--- src/rtl/rf_seq_pkg.sv ---
// Shared definitions for the register-file sequencer: opcodes,
// FSM states and instruction field positions.
package rf_seq_pkg;

    localparam logic [3:0] OP_NOP = 4'h0;
    localparam logic [3:0] OP_MOV = 4'h1;
    localparam logic [3:0] OP_ADD = 4'h2;
    localparam logic [3:0] OP_SUB = 4'h3;
    localparam logic [3:0] OP_AND = 4'h4;
    localparam logic [3:0] OP_OR  = 4'h5;
    localparam logic [3:0] OP_XOR = 4'h6;
    localparam logic [3:0] OP_NOT = 4'h7;
    localparam logic [3:0] OP_SHL = 4'h8;
    localparam logic [3:0] OP_SHR = 4'h9;
    localparam logic [3:0] OP_LDI = 4'hA;
    localparam logic [3:0] OP_OUT = 4'hB;

    typedef enum logic [1:0] {IDLE, READ, EXEC, WB} state_e;

    localparam int OPC_LO = 12;
    localparam int OPC_W  = 4;
    localparam int DA_LO  = 9;
    localparam int AA_LO  = 6;
    localparam int BA_LO  = 3;
    localparam int IMM_LO = 0;
    localparam int IMM_W  = 8;

    function automatic logic op_illegal(input logic [3:0] op);
        return op >= 4'hC;
    endfunction

endpackage

--- src/rtl/rf_seq_alu.sv ---
// Combinational ALU for the sequencer: result, carry/borrow,
// signed overflow, plus register-write and flag-update qualifiers.
module rf_seq_alu
    import rf_seq_pkg::*;
#(
    parameter int DW = 8
) (
    input  logic [3:0]       op,
    input  logic [DW-1:0]    a,
    input  logic [DW-1:0]    b,
    input  logic [IMM_W-1:0] imm,
    output logic [DW-1:0]    res,
    output logic             c,
    output logic             v,
    output logic             wr,
    output logic             fl
);

    logic [DW:0] sum;
    logic [DW:0] dif;

    assign sum = {1'b0, a} + {1'b0, b};
    assign dif = {1'b0, a} - {1'b0, b};

    always_comb begin
        res = '0;
        c   = 1'b0;
        v   = 1'b0;
        wr  = (op >= OP_MOV) && (op <= OP_LDI);
        fl  = (op >= OP_ADD) && (op <= OP_SHR);
        case (op)
            OP_MOV: res = a;
            OP_ADD: begin
                res = sum[DW-1:0];
                c   = sum[DW];
                v   = (a[DW-1] == b[DW-1]) && (sum[DW-1] != a[DW-1]);
            end
            // dif[DW] is the borrow out, i.e. a < b unsigned
            OP_SUB: begin
                res = dif[DW-1:0];
                c   = dif[DW];
                v   = (a[DW-1] != b[DW-1]) && (dif[DW-1] != a[DW-1]);
            end
            OP_AND: res = a & b;
            OP_OR:  res = a | b;
            OP_XOR: res = a ^ b;
            OP_NOT: res = ~a;
            OP_SHL: begin
                res = {a[DW-2:0], 1'b0};
                c   = a[DW-1];
            end
            OP_SHR: begin
                res = {1'b0, a[DW-1:1]};
                c   = a[0];
            end
            OP_LDI: res = DW'(imm);
            default: res = '0;
        endcase
    end

endmodule

--- src/rtl/rf_sequencer.sv ---
// Four-state controller driving the register file: accept, read
// operands, execute, write back; one instruction per 4 cycles.
module rf_sequencer
    import rf_seq_pkg::*;
#(
    parameter int DW = 8,
    parameter int AW = 3
) (
    input  logic          clk,
    input  logic          reset,
    input  logic          instr_valid,
    input  logic [15:0]   instr,
    output logic          instr_ready,
    output logic [AW-1:0] AA,
    output logic [AW-1:0] BA,
    input  logic [DW-1:0] A,
    input  logic [DW-1:0] B,
    output logic [AW-1:0] DA,
    output logic [DW-1:0] Data,
    output logic          RW,
    output logic [DW-1:0] out_data,
    output logic          out_valid,
    output logic [3:0]    flags,
    output logic          err
);

    state_e        state_q, state_d;
    logic [15:0]   instr_q, instr_d;
    logic [DW-1:0] opa_q, opa_d;
    logic [DW-1:0] opb_q, opb_d;
    logic [AW-1:0] da_q, da_d;
    logic [DW-1:0] data_q, data_d;
    logic [DW-1:0] out_q, out_d;
    logic [3:0]    flags_q, flags_d;

    logic [3:0]    opc;
    logic          accept;
    logic          in_wb;
    logic [DW-1:0] alu_res;
    logic          alu_c, alu_v, alu_wr, alu_fl;

    assign opc    = instr_q[OPC_LO +: OPC_W];
    assign accept = instr_valid && instr_ready;
    assign in_wb  = (state_q == WB) && !reset;

    rf_seq_alu #(.DW(DW)) u_alu (
        .op  (opc),
        .a   (opa_q),
        .b   (opb_q),
        .imm (instr_q[IMM_LO +: IMM_W]),
        .res (alu_res),
        .c   (alu_c),
        .v   (alu_v),
        .wr  (alu_wr),
        .fl  (alu_fl)
    );

    always_ff @(posedge clk) begin
        if (reset) state_q <= IDLE;
        else       state_q <= state_d;
    end

    always_comb begin
        state_d = state_q;
        unique case (state_q)
            IDLE: if (accept) state_d = READ;
            READ: state_d = EXEC;
            EXEC: state_d = WB;
            WB:   state_d = IDLE;
        endcase
    end

    // Strobes are gated by reset so nothing fires in the reset cycle
    always_comb begin
        instr_ready = (state_q == IDLE) && !reset;
        RW          = in_wb && alu_wr;
        out_valid   = in_wb && (opc == OP_OUT);
        err         = in_wb && op_illegal(opc);
    end

    always_comb begin
        instr_d = instr_q;
        opa_d   = opa_q;
        opb_d   = opb_q;
        da_d    = da_q;
        data_d  = data_q;
        out_d   = out_q;
        flags_d = flags_q;
        if (accept) instr_d = instr;
        if (state_q == READ) begin
            opa_d = A;
            opb_d = B;
        end
        if (state_q == EXEC) begin
            if (alu_fl)
                flags_d = {alu_res[DW-1], alu_res == '0, alu_c, alu_v};
            if (alu_wr) begin
                da_d   = instr_q[DA_LO +: AW];
                data_d = alu_res;
            end
            if (opc == OP_OUT) out_d = opa_q;
        end
    end

    always_ff @(posedge clk) begin
        if (reset) begin
            instr_q <= '0;
            opa_q   <= '0;
            opb_q   <= '0;
            da_q    <= '0;
            data_q  <= '0;
            out_q   <= '0;
            flags_q <= '0;
        end else begin
            instr_q <= instr_d;
            opa_q   <= opa_d;
            opb_q   <= opb_d;
            da_q    <= da_d;
            data_q  <= data_d;
            out_q   <= out_d;
            flags_q <= flags_d;
        end
    end

    assign AA       = instr_q[AA_LO +: AW];
    assign BA       = instr_q[BA_LO +: AW];
    assign DA       = da_q;
    assign Data     = data_q;
    assign out_data = out_q;
    assign flags    = flags_q;

endmodule

--- config.mk ---
export PLATFORM = sky130hd
export DESIGN_NAME = rf_sequencer
export DESIGN_NICKNAME = d
export VERILOG_FILES = /design/src/rtl/rf_seq_pkg.sv /design/src/rtl/rf_seq_alu.sv /design/src/rtl/rf_sequencer.sv
export SDC_FILE = /design/constraint.sdc
export NUM_CORES = 1
export LEC_CHECK = 0
export ABC_CLOCK_PERIOD_IN_PS = 3000
export BUFFER_PORTS_ARGS = -buffer_cell sky130_fd_sc_hd__buf_2
export CAP_MARGIN = 20
export CELL_PAD_IN_SITES_DETAIL_PLACEMENT = 0
export CELL_PAD_IN_SITES_GLOBAL_PLACEMENT = 1
export CORE_ASPECT_RATIO = 1.1
export CORE_MARGIN = 2
export CORE_UTILIZATION = 40
export CTS_BUF_LIST = sky130_fd_sc_hd__clkbuf_8
export CTS_CLUSTER_SIZE = 30
export DETAILED_ROUTE_END_ITERATION = 10
export HOLD_SLACK_MARGIN = 0.15
export MAX_ROUTING_LAYER = met4
export PLACE_DENSITY = 0.85
export SETUP_SLACK_MARGIN = 0.15
export SYNTH_ARGS = -nofsm -noshare
export SYNTH_HDL_FRONTEND = slang
export SYNTH_HIERARCHICAL = 1
export SYNTH_SLANG_ARGS = --single-unit
--- constraint.sdc ---
create_clock -name clk -period 3 [get_ports clk]
set_input_delay 0.6 -clock clk [delete_from_list [all_inputs] [get_ports clk]]
set_output_delay 0.6 -clock clk [all_outputs]
set_load 0.05 [all_outputs]
== Word level (Yosys, flattened, before mapping) ==
Index checks and enable logic that the tools add are counted.

* Flip-flop bits (word level): 57
* Input bits: 35
* Output and inout port bits: 33

* Add/sub/neg operators: 2
* Order comparisons: 5
* Equal/unequal tests: 19
* Muxes and demuxes: 5
* Bitwise gates (word level): 4
* Reduce and logical (&&, ||, !) cells: 16

{| class="wikitable"
|+ Operator list
! cell !! number
|-
| case mux 8 bit (10 select lines) || 1
|-
| equality test 4 x 3 -> 1 bit, second input constant || 4
|-
| equality test 4 bit, second input constant || 4
|-
| logical AND 1 bit || 10
|-
| adder 8 x 8 -> 9 bit || 1
|-
| subtractor 8 x 8 -> 9 bit || 1
|-
| AND 8 bit || 1
|-
| equality test 4 x 2 -> 1 bit, second input constant || 2
|-
| less-or-equal comparator 4 bit, second input constant || 2
|-
| zero test 8 bit || 1
|-
| NOT 8 bit || 1
|-
| OR 8 bit || 1
|-
| case mux 2 bit (4 select lines) || 1
|-
| bitwise XOR 8 bit || 1
|-
| AND reduction 2 bit || 3
|-
| equality test 2 bit, second input constant || 2
|-
| equality test 4 x 1 -> 1 bit, second input constant || 1
|-
| >= comparator 4 x 1 -> 1 bit, second input constant || 1
|-
| >= comparator 4 x 2 -> 1 bit, second input constant || 1
|-
| >= comparator 4 bit, second input constant || 1
|-
| case mux 1 bit (4 select lines) || 1
|-
| != test 1 bit || 3
|-
| equality test 2 x 1 -> 1 bit, second input constant || 1
|-
| zero test 2 bit || 1
|-
| other kinds (5) || 5
|}

== Depth between registers and ports, before layout ==
* Word-level depth: 5
* Depth in mapped cells: 12
* Mapped depth without buffers: 12

== By module ==
The synthesis kept the hierarchy.

{| class="wikitable"
|+ Modules (own cells, without submodules)
! module !! instances !! cells an instance !! area each (µm²) !! seq. area each (µm²)
|-
| rf_sequencer || 1 || 256 || 2356.0 || 1141.1
|-
| rf_seq_alu || 1 || 242 || 1617.8 || 0.0
|}

== Least setup slack after synthesis ==
OpenSTA, ideal clock, no wires.

* Path type: input to output
* Start point: input reset
* End point: output out_valid
* Arrival time: 2.039 ns
* Required time: 2.400 ns
* Slack: 0.361 ns
* Cell stages on the path: 4
* Buffers on the path: 1
* Path through: clkbuf_1 -> nor2b_1 -> nand2_1 -> nor3_1

* Word-level cells in the longest chain between the ends: 3

{| class="wikitable"
|+ RTL lines
! item !! RTL line !! RTL
|-
| start, declared || rf_sequencer.sv:10 || <nowiki>input logic reset,</nowiki>
|-
| zero test 1 bit || rf_sequencer.sv:44 || <nowiki>assign in_wb = (state_q == WB) && !reset;</nowiki>
|-
| logical AND 1 bit || rf_sequencer.sv:44 ||
|-
| logical AND 1 bit || rf_sequencer.sv:77 || <nowiki>out_valid = in_wb && (opc == OP_OUT);</nowiki>
|-
| end, declared || rf_sequencer.sv:22 || <nowiki>output logic out_valid,</nowiki>
|}

No other way between the ends.

== Worst setup path in the final report ==
* Start point: register opa_q[0]
* End point: register flags_q[2] (netlist: flags[2])

* Word-level cells in the longest chain between the ends: 3
* Elaborated cells on any way between the ends: 8
* Those cells by class: add/sub: 2; mux: 1; bitwise: 4; reduce/logical: 1

{| class="wikitable"
|+ RTL lines
! item !! RTL line !! RTL
|-
| start, declared || rf_sequencer.sv:29 || <nowiki>logic [DW-1:0] opa_q, opa_d;</nowiki>
|-
| start signal, assigned || rf_sequencer.sv:116 || <nowiki>opa_q <= opa_d;</nowiki>
|-
| subtractor 8 x 8 -> 9 bit or adder 8 x 8 -> 9 bit (tied branches) || rf_seq_alu.sv:23, rf_seq_alu.sv:22 ||
|-
| case mux 8 bit (10 select lines) * || rf_seq_alu.sv:31 || <nowiki>case (op)</nowiki>
|-
| named net alu_res[6] || rf_sequencer.sv:39 || <nowiki>logic [DW-1:0] alu_res;</nowiki>
|-
| zero test 8 bit * || rf_sequencer.sv:96 || <nowiki>flags_d = {alu_res[DW-1], alu_res == '0, alu_c, alu_v};</nowiki>
|-
| end signal, assigned || rf_sequencer.sv:121 || <nowiki>flags_q <= flags_d;</nowiki>
|-
| end, declared || rf_sequencer.sv:34 || <nowiki>logic [3:0] flags_q, flags_d;</nowiki>
|}

Mark *: on every way through the listed nets, which the timed path passes. The rest lies on a longest branch.
A chain may end at the register's enable or synchronous reset.

==> impl_metrics.toml <==
[outcome]
outcome = "completed"

[sta]
worst_pin_slew_ns = 0.962
setup_viol_count_final = 0
tns_ns = 0
hold_viol = 0
slew_headroom_pct = 35.8
rsz0062_at_grt = "false"
period_needed_ns = 2.65
finalCritPeriodShare_pct = 88.4
drv_slew = 0
fin_worst_skew_ns = 0.0113
fmax_mhz = 377

[die]
fp.dieArea_sq_um = 10700
die_w_um = 99.0
chipHeight_um = 109
core_sq_um = 9750
io_pins = 68
rows = 38
start_util_pct = 40.8

[yosys]
async_flop_share_pct = 0
ys_seq_area_share_pct = 28.7
ys_warn_count = 6
synth_cells = 498
synthSimpleGateAreaFrac_pct = 25.9
synth_area_leaders = "dfxtp_1 (29%), ha_1 (9.1%), mux2i_1 (7.6%)"
ys_ff_latch = 57
synth-compound-area-share_pct = 18.1
synth-xor-area-share_pct = 1.32
syn_nets = 564
synth_adder_area_share_pct = 10.1
ys.flop_type = "dfxtp_1"
yosys.area.top_type = "dfxtp_1"
synthMuxAreaShare_pct = 7.56
synth-edff-count = 0
synth_top_family_by_area = "simple AND/OR/NAND/NOR gates"
ys_types = 56
yosysTopAreaCellShare_pct = 28.7
synth_area_per_cell_sq_um = 7.98
netlist_area_sq_um = 3970

[global_route]
grt_pass1_wl_mm = 18.0
grt-ovfl-total = 0
grt_use_total_pct = 22.4
antenna_found_initial = 0
grt_max_degree = 68
first_global_vias = 3509

[routing]
wl_per_cell_um = 17.0
drc = 0
wl_mm = 11.6
vias = 3681
first_pass_iters = 6
drtAntennaViolNets = 0
viasPerCell = 5.39
drtIter0Drc = 219

[clock_tree]
cts_tree = "done"
htree_levels = 3
cts-root-buf = "clkbuf_8"
clk_pin_slew_ns = 0.07
cts.sinks = 57
insertion_delay_ns = 0.35
cts_buffers = 9
clk_path_buf_depth = 2

[power]
vdd_drop_max_mv = 0.503
power_leakage_nw = 1.85
p_per_area_nw_per_um2 = 701
power.total_mw = 3.21

[placed_design]
placed_cell_area_sq_um = 4370
portBuffers = 67
dp_hpwl_mm = 8.66
gp_congestion = 0.951

[setup_path]
endpoint_kind = "register"
crit_path_start_kind = "register"
criticalPathCategory = "register to register"
max_stage_delay_ns = 0.41
worstPathMaxFanout = 8
cpMaxStageDelayCell = "fa_1"
ff2ff_setup_slack_ns = 0.35
worst_ep_arrival_time_ns = 2.92
cp.required_ns = 3.27
cp_top_family = "simple AND/OR/NAND/NOR gates"
worst-path-buf-inv = 1
path_cells = "inv_1 > ha_1 > fa_1 > o21ba_2 > nor2_1 > a221o_1 > nor2_1 > o22ai_1 > nand3_1 > nor4_2 > nand4_1 > a21oi_1"
worst_path_most_repeated_cell = "nor2_1"

[worst_hold_path]
min_path_type = "input port to register"

[flow_run]
maxCapViolCount = 0

[cells_and_area]
area_growth_pct = 15.4
final_area_sq_um = 4580
insertedDiodeCount = 0
final_nets = 624
final_util_pct = 47.0
layout-drive-gt1-share_pct = 23.8
worst register-to-register path, delay by kind of cell, from the launching register on:
family	cells	cell delay, ns
simple gates	5	0.76
compound gates	4	0.73
buf+inv	1	0.08
flops	1	0.40
fa+ha+maj	2	0.64
cell families (layout without fill, tap and decap cells):
group / after synthesis / in the layout
multiplexers: 30 / 30
adder cells (fa/ha/maj): 31 / 31
buffers and inverters: 61 / 126
XOR/XNOR: 6 / 6
flip-flops: 57 / 57
AO/OA/AOI/OAI: 112 / 112
AND/OR/NAND/NOR: 201 / 201
worst paths after layout:
kind,startpoint,to,depth (start not counted)
worst min register to register,flags[0],flags[0],2
worst max-delay path,opa_q[0],flags[2],12
worst min-delay path,instr[3],instr_q[3],3
worst max register to register,opa_q[0],flags[2],12
what timing repair did:
item / 4_1_cts / 5_1_grt
gates resized for setup: 0 / 11
buffers inserted: 0 / 1
hold buffers: 0 / 0
endpoints found under the setup margin: 0 / 2
placed cells by master (no fill, tap or decap), types with 3 or more instances in the layout:
master and n:
a22o_1 3, clkinvlp_4 3, o21ai_0 31, dfxtp_1 54, buf_4 18, clkbuf_8 9
a221oi_1 3, a211oi_1 5, a22oi_1 5, or2b_2 12, nor3_1 3, or3_1 3
o21ai_1 3, nor2b_1 9, nand2_1 64, nor4_1 4, xnor2_1 6, a21oi_1 31
clkinv_2 3, nand3_1 14, nand2b_1 30, buf_2 67, mux2i_1 30, and3_1 3
o22ai_1 6, nor2_1 45, ha_1 27, inv_1 24
power breakdown:
part | leakage, nW | total [mW] | internal, mW | switching (mW)
sequential | 0.466 | 1.00 | 0.869 | 0.134
combinational | 1.31 | 1.56 | 0.598 | 0.965
clock | 0.0814 | 0.646 | 0.297 | 0.349
cell usage after synthesis, drive strengths merged (3+ instances only):
cell,number
o221ai,3
inv,24
clkbuf,10
nor2b,9
a221oi,3
nor4,5
or2b,12
nand2,65
nor3,5
buf,27
or3,3
xnor2,6
o21ai,34
a22oi,6
and3,3
nor2,45
a211oi,6
o22ai,6
a22o,3
mux2i,30
ha,29
dfxtp,57
nand2b,30
nand3,14
a21oi,33
layout make-up:
type,count,area [sq um]
Fill cell,991,5160
Multi-Input combinational cell,380,2540
Sequential cell,57,1150
Timing Repair Buffer,86,490
Tap cell,120,150
Clock buffer,9,124
Inverter,24,90.1
Clock inverter,7,46.3
per-stage QoR:
| step | hold WS [ns] | cells | setup slack [ns] |
|---|---|---|---|
| finish | 0.448 | 683 | 0.347 |
| floorplan | 0.432 | 498 | 0.361 |
| detailed placement | 0.447 | 666 | 0.294 |
| global placement | 0.439 | 666 | 0.350 |
| CTS | 0.431 | 682 | 0.253 |
| global route | 0.435 | 683 | 0.148 |
state kept, by name, summed over array words and instances, names as in the netlist:
signal,count
opb_q,8
DA,3
Data,8
flags,4
opa_q,8
instr_q,16
state_q,2
out_data,8
layer usage:
metal  GRT usage, %  part of all wire (%)  up-vias
met5              -                     0        -
met4           9.78                   1.9        0
met3           4.65                   5.6       22
met2           35.9                    48      127
met1           27.4                    44     1705
li1               -                     -     1827
Power figures use the tool's default switching activity.
